--- src/rtl/lsu_arb_if.sv ---
// Bundle of the two master ports and the LSU bus around lsu_arbiter.
// slave  : the arbiter's view (masters' requests in, LSU bus out).
// master : the environment's view (masters plus the LSU itself).
interface lsu_arb_if;
    // Port 0 (CPU memory stage) and port 1 (debug/DMA) requests
    logic        req0;
    logic        req1;
    logic        lock0;
    logic        lock1;
    logic [11:0] addr0;
    logic [11:0] addr1;
    logic [31:0] wdata0;
    logic [31:0] wdata1;
    logic        we0;
    logic        we1;
    logic [2:0]  rwsel0;
    logic [2:0]  rwsel1;

    // Handshake and response back to the masters
    logic        gnt0;
    logic        gnt1;
    logic        rvalid0;
    logic        rvalid1;
    logic [31:0] rdata0;
    logic [31:0] rdata1;

    // Shared LSU bus
    logic [11:0] lsu_addr;
    logic [31:0] lsu_wdata;
    logic        lsu_wren;
    logic [2:0]  lsu_rwsel;
    logic [31:0] lsu_rdata;

    // Handshake: a master raises req with lock/addr/wdata/we/rwsel and holds
    // them stable until the cycle gnt is high; gnt is combinational and the
    // access is taken on that clock edge. rvalid pulses for exactly one cycle,
    // the cycle after the grant, for loads and stores alike.
    modport slave (
        input  req0, req1, lock0, lock1, addr0, addr1, wdata0, wdata1,
               we0, we1, rwsel0, rwsel1, lsu_rdata,
        output gnt0, gnt1, rvalid0, rvalid1, rdata0, rdata1,
               lsu_addr, lsu_wdata, lsu_wren, lsu_rwsel
    );

    modport master (
        output req0, req1, lock0, lock1, addr0, addr1, wdata0, wdata1,
               we0, we1, rwsel0, rwsel1, lsu_rdata,
        input  gnt0, gnt1, rvalid0, rvalid1, rdata0, rdata1,
               lsu_addr, lsu_wdata, lsu_wren, lsu_rwsel
    );
endinterface

--- src/rtl/lsu_arbiter.sv ---
// Two-port round-robin arbiter in front of the single load/store unit.
// Port 0 is the CPU memory stage, port 1 the debug/DMA master. A port may
// hold the bus across an atomic sequence with lock, bounded by MAX_LOCK
// consecutive grants. Load data is registered and returned one cycle later.
module lsu_arbiter #(
    parameter int MAX_LOCK = 8
) (
    input  logic         clk,
    input  logic         rst,
    lsu_arb_if.slave     bus,
    output logic [1:0]   o_dbg_state,
    output logic         o_dbg_rr_ptr,
    output logic         o_dbg_resp_port
);

    localparam int CW = $clog2(MAX_LOCK + 1);
    localparam logic [CW-1:0] LOCK_MAX = CW'(MAX_LOCK);

    typedef enum logic [1:0] {
        ST_IDLE  = 2'd0,
        ST_LOCK0 = 2'd1,
        ST_LOCK1 = 2'd2
    } state_t;

    state_t        r_state;
    logic          r_rr_ptr;
    logic [CW-1:0] r_lock_cnt;
    logic          r_rvalid0;
    logic          r_rvalid1;
    logic [31:0]   r_rdata0;
    logic [31:0]   r_rdata1;
    logic          r_resp_port;

    logic          w_gnt0;
    logic          w_gnt1;
    logic [CW-1:0] w_cnt_inc;
    logic          w_hit_max;

    assign w_cnt_inc = r_lock_cnt + CW'(1);
    assign w_hit_max = (w_cnt_inc == LOCK_MAX);

    // Grant decision: round-robin in IDLE, owner-only while locked, none in reset
    always_comb begin
        w_gnt0 = 1'b0;
        w_gnt1 = 1'b0;
        if (!rst) begin
            case (r_state)
                ST_IDLE: begin
                    w_gnt0 = bus.req0 & (~bus.req1 | ~r_rr_ptr);
                    w_gnt1 = bus.req1 & (~bus.req0 |  r_rr_ptr);
                end
                ST_LOCK0: w_gnt0 = bus.req0;
                ST_LOCK1: w_gnt1 = bus.req1;
                default: begin
                    w_gnt0 = 1'b0;
                    w_gnt1 = 1'b0;
                end
            endcase
        end
    end

    // LSU bus mux: granted port's fields, otherwise a harmless idle load
    always_comb begin
        bus.lsu_addr  = 12'h000;
        bus.lsu_wdata = 32'h0000_0000;
        bus.lsu_wren  = 1'b0;
        bus.lsu_rwsel = 3'b010;
        if (w_gnt0) begin
            bus.lsu_addr  = bus.addr0;
            bus.lsu_wdata = bus.wdata0;
            bus.lsu_wren  = bus.we0;
            bus.lsu_rwsel = bus.rwsel0;
        end else if (w_gnt1) begin
            bus.lsu_addr  = bus.addr1;
            bus.lsu_wdata = bus.wdata1;
            bus.lsu_wren  = bus.we1;
            bus.lsu_rwsel = bus.rwsel1;
        end
    end

    // Arbitration FSM, lock counter and registered responses
    always_ff @(posedge clk) begin
        if (rst) begin
            r_state     <= ST_IDLE;
            r_rr_ptr    <= 1'b0;
            r_lock_cnt  <= '0;
            r_rvalid0   <= 1'b0;
            r_rvalid1   <= 1'b0;
            r_rdata0    <= 32'h0000_0000;
            r_rdata1    <= 32'h0000_0000;
            r_resp_port <= 1'b0;
        end else begin
            r_rvalid0 <= w_gnt0;
            r_rvalid1 <= w_gnt1;
            if (w_gnt0 && !bus.we0) r_rdata0 <= bus.lsu_rdata;
            if (w_gnt1 && !bus.we1) r_rdata1 <= bus.lsu_rdata;
            if (w_gnt0 || w_gnt1)   r_resp_port <= w_gnt1;

            case (r_state)
                ST_IDLE: begin
                    // A lock with MAX_LOCK==1 is already exhausted by the first grant
                    if (w_gnt0) begin
                        r_rr_ptr <= 1'b1;
                        if (bus.lock0 && (MAX_LOCK > 1)) begin
                            r_state    <= ST_LOCK0;
                            r_lock_cnt <= CW'(1);
                        end
                    end else if (w_gnt1) begin
                        r_rr_ptr <= 1'b0;
                        if (bus.lock1 && (MAX_LOCK > 1)) begin
                            r_state    <= ST_LOCK1;
                            r_lock_cnt <= CW'(1);
                        end
                    end
                end
                ST_LOCK0: begin
                    if (!bus.lock0 || (w_gnt0 && w_hit_max)) begin
                        r_state    <= ST_IDLE;
                        r_lock_cnt <= '0;
                        r_rr_ptr   <= 1'b1;
                    end else if (w_gnt0) begin
                        r_lock_cnt <= w_cnt_inc;
                    end
                end
                ST_LOCK1: begin
                    if (!bus.lock1 || (w_gnt1 && w_hit_max)) begin
                        r_state    <= ST_IDLE;
                        r_lock_cnt <= '0;
                        r_rr_ptr   <= 1'b0;
                    end else if (w_gnt1) begin
                        r_lock_cnt <= w_cnt_inc;
                    end
                end
                default: begin
                    r_state    <= ST_IDLE;
                    r_lock_cnt <= '0;
                end
            endcase
        end
    end

    assign bus.gnt0    = w_gnt0;
    assign bus.gnt1    = w_gnt1;
    assign bus.rvalid0 = r_rvalid0;
    assign bus.rvalid1 = r_rvalid1;
    assign bus.rdata0  = r_rdata0;
    assign bus.rdata1  = r_rdata1;

    assign o_dbg_state     = r_state;
    assign o_dbg_rr_ptr    = r_rr_ptr;
    assign o_dbg_resp_port = r_resp_port;

endmodule

--- src/flat_wrapper.sv ---
// flat-port wrapper written by rule: the top's interface ports become plain ports
module lsu_arbiter_flat 
#(
    parameter int MAX_LOCK = 8
)
  (clk, rst, o_dbg_state, o_dbg_rr_ptr, o_dbg_resp_port, bus_req0, bus_req1, bus_lock0, bus_lock1, bus_addr0, bus_addr1, bus_wdata0, bus_wdata1, bus_we0, bus_we1, bus_rwsel0, bus_rwsel1, bus_lsu_rdata, bus_gnt0, bus_gnt1, bus_rvalid0, bus_rvalid1, bus_rdata0, bus_rdata1, bus_lsu_addr, bus_lsu_wdata, bus_lsu_wren, bus_lsu_rwsel);
  lsu_arb_if bus_i ();
  input  logic clk;
  input  logic rst;
  output logic [1:0] o_dbg_state;
  output logic o_dbg_rr_ptr;
  output logic o_dbg_resp_port;
  input wire logic [$bits(bus_i.req0)-1:0] bus_req0;
  input wire logic [$bits(bus_i.req1)-1:0] bus_req1;
  input wire logic [$bits(bus_i.lock0)-1:0] bus_lock0;
  input wire logic [$bits(bus_i.lock1)-1:0] bus_lock1;
  input wire logic [$bits(bus_i.addr0)-1:0] bus_addr0;
  input wire logic [$bits(bus_i.addr1)-1:0] bus_addr1;
  input wire logic [$bits(bus_i.wdata0)-1:0] bus_wdata0;
  input wire logic [$bits(bus_i.wdata1)-1:0] bus_wdata1;
  input wire logic [$bits(bus_i.we0)-1:0] bus_we0;
  input wire logic [$bits(bus_i.we1)-1:0] bus_we1;
  input wire logic [$bits(bus_i.rwsel0)-1:0] bus_rwsel0;
  input wire logic [$bits(bus_i.rwsel1)-1:0] bus_rwsel1;
  input wire logic [$bits(bus_i.lsu_rdata)-1:0] bus_lsu_rdata;
  output wire logic [$bits(bus_i.gnt0)-1:0] bus_gnt0;
  output wire logic [$bits(bus_i.gnt1)-1:0] bus_gnt1;
  output wire logic [$bits(bus_i.rvalid0)-1:0] bus_rvalid0;
  output wire logic [$bits(bus_i.rvalid1)-1:0] bus_rvalid1;
  output wire logic [$bits(bus_i.rdata0)-1:0] bus_rdata0;
  output wire logic [$bits(bus_i.rdata1)-1:0] bus_rdata1;
  output wire logic [$bits(bus_i.lsu_addr)-1:0] bus_lsu_addr;
  output wire logic [$bits(bus_i.lsu_wdata)-1:0] bus_lsu_wdata;
  output wire logic [$bits(bus_i.lsu_wren)-1:0] bus_lsu_wren;
  output wire logic [$bits(bus_i.lsu_rwsel)-1:0] bus_lsu_rwsel;
  assign bus_i.req0 = bus_req0;
  assign bus_i.req1 = bus_req1;
  assign bus_i.lock0 = bus_lock0;
  assign bus_i.lock1 = bus_lock1;
  assign bus_i.addr0 = bus_addr0;
  assign bus_i.addr1 = bus_addr1;
  assign bus_i.wdata0 = bus_wdata0;
  assign bus_i.wdata1 = bus_wdata1;
  assign bus_i.we0 = bus_we0;
  assign bus_i.we1 = bus_we1;
  assign bus_i.rwsel0 = bus_rwsel0;
  assign bus_i.rwsel1 = bus_rwsel1;
  assign bus_i.lsu_rdata = bus_lsu_rdata;
  assign bus_gnt0 = bus_i.gnt0;
  assign bus_gnt1 = bus_i.gnt1;
  assign bus_rvalid0 = bus_i.rvalid0;
  assign bus_rvalid1 = bus_i.rvalid1;
  assign bus_rdata0 = bus_i.rdata0;
  assign bus_rdata1 = bus_i.rdata1;
  assign bus_lsu_addr = bus_i.lsu_addr;
  assign bus_lsu_wdata = bus_i.lsu_wdata;
  assign bus_lsu_wren = bus_i.lsu_wren;
  assign bus_lsu_rwsel = bus_i.lsu_rwsel;
  lsu_arbiter #(.MAX_LOCK(MAX_LOCK)) u_core (.clk(clk), .rst(rst), .bus(bus_i), .o_dbg_state(o_dbg_state), .o_dbg_rr_ptr(o_dbg_rr_ptr), .o_dbg_resp_port(o_dbg_resp_port));
endmodule
--- config.mk ---
export PLATFORM = sky130hd
export DESIGN_NAME = lsu_arbiter_flat
export DESIGN_NICKNAME = d
export VERILOG_FILES = /design/src/rtl/lsu_arb_if.sv /design/src/rtl/lsu_arbiter.sv /design/src/flat_wrapper.sv
export SDC_FILE = /design/constraint.sdc
export NUM_CORES = 1
export LEC_CHECK = 0
export CORE_AREA = 4 4 95 97
export CTS_CLUSTER_DIAMETER = 30
export CTS_CLUSTER_SIZE = 28
export DETAILED_ROUTE_END_ITERATION = 8
export DIE_AREA = 0 0 99 101
export DONT_BUFFER_PORTS = 1
export PLACE_DENSITY = 0.55
export SLEW_MARGIN = 20
export SYNTH_ARGS = -nofsm -noshare
export SYNTH_HDL_FRONTEND = slang
export SYNTH_SLANG_ARGS = --single-unit
--- constraint.sdc ---
create_clock -name clk -period 2.8 [get_ports clk]
set_input_delay 0.42 -clock clk [delete_from_list [all_inputs] [get_ports clk]]
set_output_delay 0.42 -clock clk [all_outputs]
set_load 0.005 [all_outputs]
## Yosys cells after proc, flatten, opt, wreduce, memory -nomap -nowiden

Cells that the tools add are included.

| word-level totals | value |
|---|---|
| output and inout port bits | 120 |
| input port bits | 134 |
| flip-flop bits (word level) | 74 |

| operators by class | value |
|---|---|
| add/sub/neg operators | 1 |
| equal/unequal tests | 10 |
| muxes and demuxes | 33 |
| bitwise gates (word level) | 7 |
| reductions and logical operators | 16 |

Operators by type and width:

| kind | count |
|---|---|
| $mux 32 | 2 |
| $mux 4 | 8 |
| $mux 12 | 2 |
| $mux 2 | 6 |
| $pmux 4 s3 | 1 |
| $reduce_and 5->1 | 2 |
| $ne 3x1->1 const B | 3 |
| $mux 1 | 8 |
| $mux 3 | 2 |
| $pmux 2 s3 | 1 |
| $add 4x1->4 const B | 1 |
| $eq 4x4->1 const B | 1 |
| $logic_and 1x1->1 | 4 |
| $logic_not 1->1 | 4 |
| $ne 2x1->1 const B | 2 |
| $pmux 1 s2 | 2 |
| $reduce_and 4->1 | 1 |
| $logic_or 1x1->1 | 3 |
| $ne 3x2->1 const B | 1 |
| $ne 3x3->1 const B | 1 |
| $not 1->1 | 3 |
| $pmux 1 s3 | 1 |
| $reduce_bool 3->1 | 1 |
| $and 1x1->1 | 2 |
| other kinds (4) | 5 |

## Longest topological paths before layout

Gate-level depths: netlist of run 1.

| depth | value |
|---|---|
| word-level depth | 9 |
| mapped depth | 9 |
| mapped depth without buffers | 8 |

## Worst setup path before layout of run 1

OpenSTA, ideal clock, no wires.

| timing | value |
|---|---|
| path kind | register to output |
| start point | register u_core.r_state[0] (netlist: u_core.o_dbg_state[0]) |
| end point | output bus_lsu_addr[10] |
| slack | 0.415 ns |
| buffers on the path | 2 |
| required time | 2.380 ns |
| cell stages (with the launch flop) | 10 |
| data arrival time | 1.965 ns |
| path through | dfxtp_1 -> inv_1 -> ha_1 -> a21boi_1 -> a21oi_1 -> nor2_1 -> clkbuf_1 -> buf_2 -> nand2_1 -> o21ai_0 |

| on the way | value |
|---|---|
| cells in the longest elaborated chain, start to end | 5 |

RTL lines:

| element | line | RTL |
|---|---|---|
| start, declared | lsu_arbiter.sv:25 | `state_t r_state;` |
| start signal, assigned | lsu_arbiter.sv:84 | `r_state <= ST_IDLE;` |
| start signal, assigned | lsu_arbiter.sv:105 | `r_state <= ST_LOCK0;` |
| start signal, assigned | lsu_arbiter.sv:111 | `r_state <= ST_LOCK1;` |
| $eq 2x2->1 or $logic_not 2->1 (tied branches) | lsu_arbiter.sv:47 | `case (r_state)` |
| $pmux 1 s2 | lsu_arbiter.sv:47 |  |
| $mux 1 | lsu_arbiter.sv:46 | `if (!rst) begin` |
| $mux 12 | lsu_arbiter.sv:73 | `end else if (w_gnt1) begin` |
| $mux 12 * | lsu_arbiter.sv:68 | `if (w_gnt0) begin` |
| end, declared | flat_wrapper.sv:32 | `output wire logic [$bits(bus_i.lsu_addr)-1:0] bus_lsu_addr;` |

Mark *: on every way between the ends. The rest lies on a longest branch, timed or not.

## Worst setup path in the final report of run 1

| timing | value |
|---|---|
| start point | register u_core.r_state[0] (netlist: u_core.o_dbg_state[0]) |
| end point | output bus_lsu_addr[6] |

Same word-level chain as after synthesis.

==> run_results.csv, run 1 <==
group,metric,value,unit
outcome,status,"finished, final reports clean",
final_layout,nets,666,
final_layout,fillers,845,
synth,syn_nets,669,
detailed_routing,vias,3563,
critical_path,crit_arrival,2270,ps
clock_network,max-clock-path-buffers,2,
sta,grt_setup_unrepaired,"no",
global_route,grt_pass1_wl,18480,microns
sta,fin_skew,8.133,ps
final_layout,area_growth,12.67,%
clock_network,cts_sinks,74,
clock_network,clkTransAtPathRegs,80,ps
pwr,leakagePower,1.398,nW
synth,synth-main-ff-cell,"dfxtp_1",
place,port_buffers,0,
sta,fin_crit_sh,0.9613,
sta,setup_tns,0,ps
synth,ys_ff_latch,74,
detailed_routing,ant_nets,0,
detailed_routing,firstDrtPassIters,4,
critical_path,crit_path_start,"u_core.o_dbg_state[0]",
sta,setup_viol,0,
die,die_y,101,microns
synth,yosys.area.top_type_share,0.4134,
synth,synth_area_leaders,"dfxtp_1, nand2_1, a21oi_1",
synth,yosysSeqAreaShare,0.4134,
critical_path,critical_path_required,2380,ps
synth,yosys_warnings,0,
sta,fin_ws,108.3,ps
pwr,ir_worst_vdd,0.3659,mV
die,fp.coreArea,8134,sq um
clock_network,cts_tree,"done",
global_route,grt_overflow,0,
place,place_ws,325.2,ps
critical_path,r2r-start,"u_core.o_dbg_state[0]",
clock_network,cts_setup_buffers,0,
global_route,grt_pass1_vias,3212,
sta,slew_headroom,0.6114,
synth,synthTopCellsByCount,"nand2_1, dfxtp_1, a21oi_1",
die,fp-row-count,33,
synth,yosys.area.top_type,"dfxtp_1",
synth,ys_types,33,
synth,synth_edf_count,0,
final_layout,post-route-util,0.4964,
die,io_pins,254,
clock_network,clock_latency,340,ps
clock_network,cts_made_buffers,9,
sta,max_freq,371.5,MHz
detailed_routing,drt-initial-drc-count,133,
place,dp_hpwl,9912,microns
global_route,grt_max_degree,98,
clock_network,cts_root_buf,"clkbuf_8",
place,gp_congestion,0.8780,
flow_run,max_cap_viol_count,0,
worst_hold_path,min_path_type,"in2reg",
critical_path,cp_max_fo,20,
detailed_routing,vias_per_cell,5.602,
sta,tightest_slew,577.6,ps
synth,synthCells,528,
die,initial_core_util,0.4405,
clock_network,hold_buffers,0,
synth,synth_area,3583,sq um
sta,period_needed,2692,ps
critical_path,critPathKind,"reg2out",
critical_path,crit_chain,"inv_1 > ha_2 > nor2_1 > or3_4 > inv_2 > bufbuf_16 > nand2_1 > o21ai_0",
critical_path,start_kind,"register",
critical_path,critPathCaptureType,"primary output",
final_layout,drive_above_1_share,0.09434,
critical_path,cp_top_family,"buffers and inverters",
synth,ys_async_sr_fraction,0,
critical_path,path_buf_inv,3,
synth,avgSynthCellArea,6.787,sq um
worst_hold_path,min_from,"rst",
die,die_x,99,microns
critical_path,cpPeakStageDelay,400,ps
clock_network,h-tree-depth,3,
pwr,power_density,841.3,nW/um^2
detailed_routing,wl_per_cell,20.77,microns
sta,slew_viol_final,0,
global_route,antenna_found_initial,2,
synth,synth_most_common_cell,"nand2_1",
global_route,grt_use_total,0.2451,
detailed_routing,wirelength,13210,microns
sta,finalHoldViolCount,0,
die,die_area,9999,sq um
critical_path,crit_slowest_cell,"or3_4",
detailed_routing,post-route-drc-count,0,
pwr,finalPower,3.397,mW
sequential cells by signal (all words and copies together), names as in the netlist:
| signal | flops |
|---|---|
| u_core.bus.rvalid0 | 1 |
| u_core.o_dbg_resp_port | 1 |
| u_core.bus.rdata0 | 32 |
| u_core.bus.rdata1 | 32 |
| u_core.bus.rvalid1 | 1 |
| u_core.o_dbg_state | 2 |
| u_core.o_dbg_rr_ptr | 1 |
| u_core.r_lock_cnt | 4 |
timing repair:
item	in CTS	in global routing
gates cloned	1	1
gates resized for setup	2	11
endpoints found under the setup margin	2	48
layer usage:
layer,GRT usage,routed length [microns],part of all wire,vias up
li1,-,-,-,1740
met1,0.2647,4723,0.36,1604
met2,0.4013,6327,0.48,191
met3,0.1315,1700,0.13,26
met4,0.1019,440,0.033,2
met5,0,16,0.0012,-
report_power, final:
group	switching, mW	leakage [nW]	internal [mW]
Clock	0.399	0.0966	0.413
Sequential	0.117	0.600	1.17
Combinational	0.793	0.701	0.507
kinds of logic after synthesis:
kind of cell	count (synthesis)	share of synthesized area
and+or+nand+nor	260	0.2923
DFF	74	0.4134
muxes	4	0.01117
adders and majority gates	7	0.02444
AOI/OAI and AO/OA	137	0.2074
buffers and inverters	46	0.05133
placed cells by master, fill, tap and decap left out, drive strengths merged, types with 5 or more instances in the layout:
master and instances:
ha 7, buf 22, nor2 7, dfxtp 74, o21ai 51, clkbuf 11, inv 9, nand3 5
nand2 227, a21oi 68
metrics by stage:
step	instance area [sq um]	hold slack [ps]	instances
floorplan	3583	452.5	528
global placement	3766	460.2	617
detailed placement	3766	463.6	617
CTS	3991	116.4	634
global route	4038	128.9	636
finish	4038	174.8	636
layout make-up:
cell class                 count  area, sq um  area share
multi-input combinational    408         1951      0.4831
sequential                    74         1483      0.3672
timing repair buffer          24        247.7     0.06136
tap                          105        131.4     0.03254
clock buffer                  10        127.6     0.03161
clock inverter                 6        65.06     0.01611
inverter                       8        30.03    0.007437
antenna                        1        2.502   0.0006198
worst paths after layout:
kind	end	slack (ps)	cells past startpoint
min reg2reg	u_core.bus.rdata0[28]	480	2
min	u_core.r_lock_cnt[0]	170	1
max reg2reg	u_core.r_lock_cnt[0]	450	6
max	bus_lsu_addr[6]	110	8
(Power assumes the default switching activity.)
==> inputs of run 2 (changes only) <==
ABC_AREA = 1   (was not set)
CORE_AREA = 4 4 97 99   (was 4 4 95 97)
DIE_AREA = 0 0 101 103   (was 0 0 99 101)
PLACE_DENSITY = 0.57   (was 0.55)
clock period = 2.3 ns   (was 2.8 ns; I/O delays follow)
==> run 2 against run 1 <==
  * Worst hold slack lost 110 ps
  * Critical endpoint is now bus_lsu_wren
  * Clock power grew 10%
  * Non-clock buffer count shrank 8
  * Utilization shrank 1.9 points
  * Sequential power grew 24%
  * First-iteration DRC count grew 43%
  * Synthesized cell count grew 4.5%
  * Synthesized area grew 3.0%
  * Register-to-register slack lost 200 ps
  * Sequential share of layout area shrank 0.28 points
  * Sequential cell count is the same
  * Critical path type unchanged
  * Count of clock-buffer cells in the layout is the same
==> run_results.csv, run 2 <==
group,metric,value,unit
clock_network,cts_made_buffers,9,
synth,yosysSeqAreaShare,0.4012,
place,place_ws,199.3,ps
detailed_routing,firstDrtPassIters,5,
final_layout,nets,680,
synth,ys_ff_latch,74,
pwr,ir_worst_vdd,0.4547,mV
flow_run,max_cap_viol_count,0,
detailed_routing,vias_per_cell,5.430,
final_layout,multi_input_area,1823,sq um
global_route,antenna_found_initial,0,
die,fp-row-count,34,
die,initial_core_util,0.4318,
synth,yosys.area.top_type_share,0.4012,
critical_path,critical_path_required,1960,ps
global_route,grt_pass1_vias,3167,
clock_network,cts_root_buf,"clkbuf_8",
detailed_routing,post-route-drc-count,0,
sta,max_freq,461.4,MHz
synth,syn_nets,693,
sta,setup_viol,0,
detailed_routing,vias,3535,
sta,finalHoldViolCount,0,
global_route,grt_max_degree,65,
detailed_routing,ant_nets,0,
place,port_buffers,0,
critical_path,critPathKind,"reg2out",
synth,synthCells,552,
final_layout,layout_common_cells,"nand2_1, nand3_1, dfxtp_1",
clock_network,cts_sinks,74,
clock_network,max-clock-path-buffers,2,
critical_path,cp_max_fo,14,
clock_network,hold_buffers,0,
clock_network,clock_latency,340,ps
synth,yosys.area.top_type,"dfxtp_1",
synth,avgSynthCellArea,6.689,sq um
synth,synthTopCellsByCount,"nand2_1, nand3_1, dfxtp_1",
final_layout,seq_area,1486,sq um
clock_network,clkTransAtPathRegs,80,ps
place,placed_area,3744,sq um
final_layout,n_antenna_cell,0,
die,fp.coreArea,8551,sq um
sta,slew_viol_final,0,
worst_hold_path,min_path_type,"in2reg",
final_layout,fillers,892,
sta,fin_ws,132.6,ps
critical_path,start_kind,"register",
final_layout,drive_above_1_share,0.09392,
synth,synth_most_common_cell,"nand2_1",
detailed_routing,drt-initial-drc-count,190,
synth,synth-main-ff-cell,"dfxtp_1",
sta,grt_setup_unrepaired,"no",
die,die_y,103,microns
pwr,power_density,916.8,nW/um^2
synth,ys_async_sr_fraction,0,
die,io_pins,254,
synth,synth_area_leaders,"dfxtp_1, nand2_1, nand3_1",
global_route,grt_use_total,0.2181,
sta,setup_tns,0,ps
detailed_routing,wl_per_cell,19.53,microns
synth,synth_area,3692,sq um
pwr,leakagePower,1.717,nW
die,die_area,10400,sq um
final_layout,area_growth,10.47,%
place,gp_congestion,0.8477,
synth,synth_edf_count,0,
synth,ys_types,21,
sta,fin_crit_sh,0.9423,
sta,period_needed,2167,ps
sta,tightest_slew,589.1,ps
sta,fin_skew,12.55,ps
clock_network,h-tree-depth,3,
clock_network,cts_tree,"done",
critical_path,crit_arrival,1820,ps
global_route,grt_pass1_wl,17530,microns
detailed_routing,wirelength,12710,microns
final_layout,fin_area,4079,sq um
die,die_x,101,microns
outcome,status,"finished, final reports clean",
global_route,grt_overflow,0,
final_layout,post-route-util,0.4770,
synth,yosys_warnings,0,
sta,slew_headroom,0.6073,
place,dp_hpwl,9150,microns
final_layout,final_common_cell,"nand2_1",
critical_path,critPathCaptureType,"primary output",
clock_network,cts_setup_buffers,0,
-- run 2: cell types whose count changed in the layout (fill, tap and decap cells not counted), moves of 8 or more --
cell and change:
nand3_1 +82, nand2_1 -72, inv_1 +40, o21ai_0 -29, o21ai_1 +15, buf_4 -12, nor2_1 +8
-- run 2: final timing paths --
| path | cells past startpoint | slack [ps] | startpoint | endpoint |
|---|---|---|---|---|
| worst min-delay path | 1 | 70 | rst | u_core.bus.rdata1[18] |
| worst max register to register | 9 | 250 | u_core.o_dbg_state[0] | u_core.bus.rdata0[3] |
| worst min register to register | 2 | 470 | u_core.bus.rdata0[26] | u_core.bus.rdata0[26] |
| worst max-delay path | 9 | 130 | u_core.o_dbg_state[0] | bus_lsu_wren |
-- run 2: cells by family (layout without fill, tap and decap cells) --
logic type,Yosys count,after routing,share of synthesized area
buffers and inverters,94,85,0.1162
flip-flops,74,74,0.4012
AO/OA/AOI/OAI,108,108,0.1467
adder cells (fa/ha/maj),7,7,0.02372
AND/OR/NAND/NOR,269,269,0.3121
-- run 2: repair_timing --
item,4_1_cts,5_1_grt
setup endpoints to repair,12,64
resized for setup,4,18
cloned,2,2
-- run 2: report_power, final --
part / total (mW) / leakage (nW) / internal, mW / switching (mW)
clock network: 0.897 / 0.0879 / 0.412 / 0.486
logic: 1.25 / 1.03 / 0.455 / 0.798
registers: 1.59 / 0.603 / 1.45 / 0.141
total: 3.74 / 1.72 / 2.32 / 1.42
-- run 2: area by class of cell --
cell class              instances  area share
clock buffers                  10     0.03374
clock inverters                 5    0.007669
flip-flops and latches         74      0.3644
multi-input cells             384      0.4469
inverters                      54     0.05276
repair buffers                 16     0.06135
well taps                     108     0.03313
-- run 2: worst max-delay path: stages (launching register included) --
cell     delay (ps)
dfxtp_4         370
inv_2           110
ha_2            200
nand3_1         100
nand2_2          90
nand2_4         110
inv_6           120
buf_12          150
o21ai_1          80
a21oi_2         160
-- run 2: per-stage QoR --
step                total power [mW]  hold slack [ps]  instances
global route                   3.999            42.35        651
CTS                            3.656            51.37        649
global placement               2.668            419.4        632
finish                         3.740            67.83        651
floorplan                      2.423            440.3        552
detailed placement             2.693            420.9        632
-- run 2: metal layers --
metal / vias up / routed length [microns] / track usage
met4: 0 / 132 / 0.06033
met3: 7 / 1244 / 0.06969
met1: 1598 / 5061 / 0.2768
li1: 1759 / - / -
met5: - / 0 / 0
met2: 171 / 6273 / 0.3580
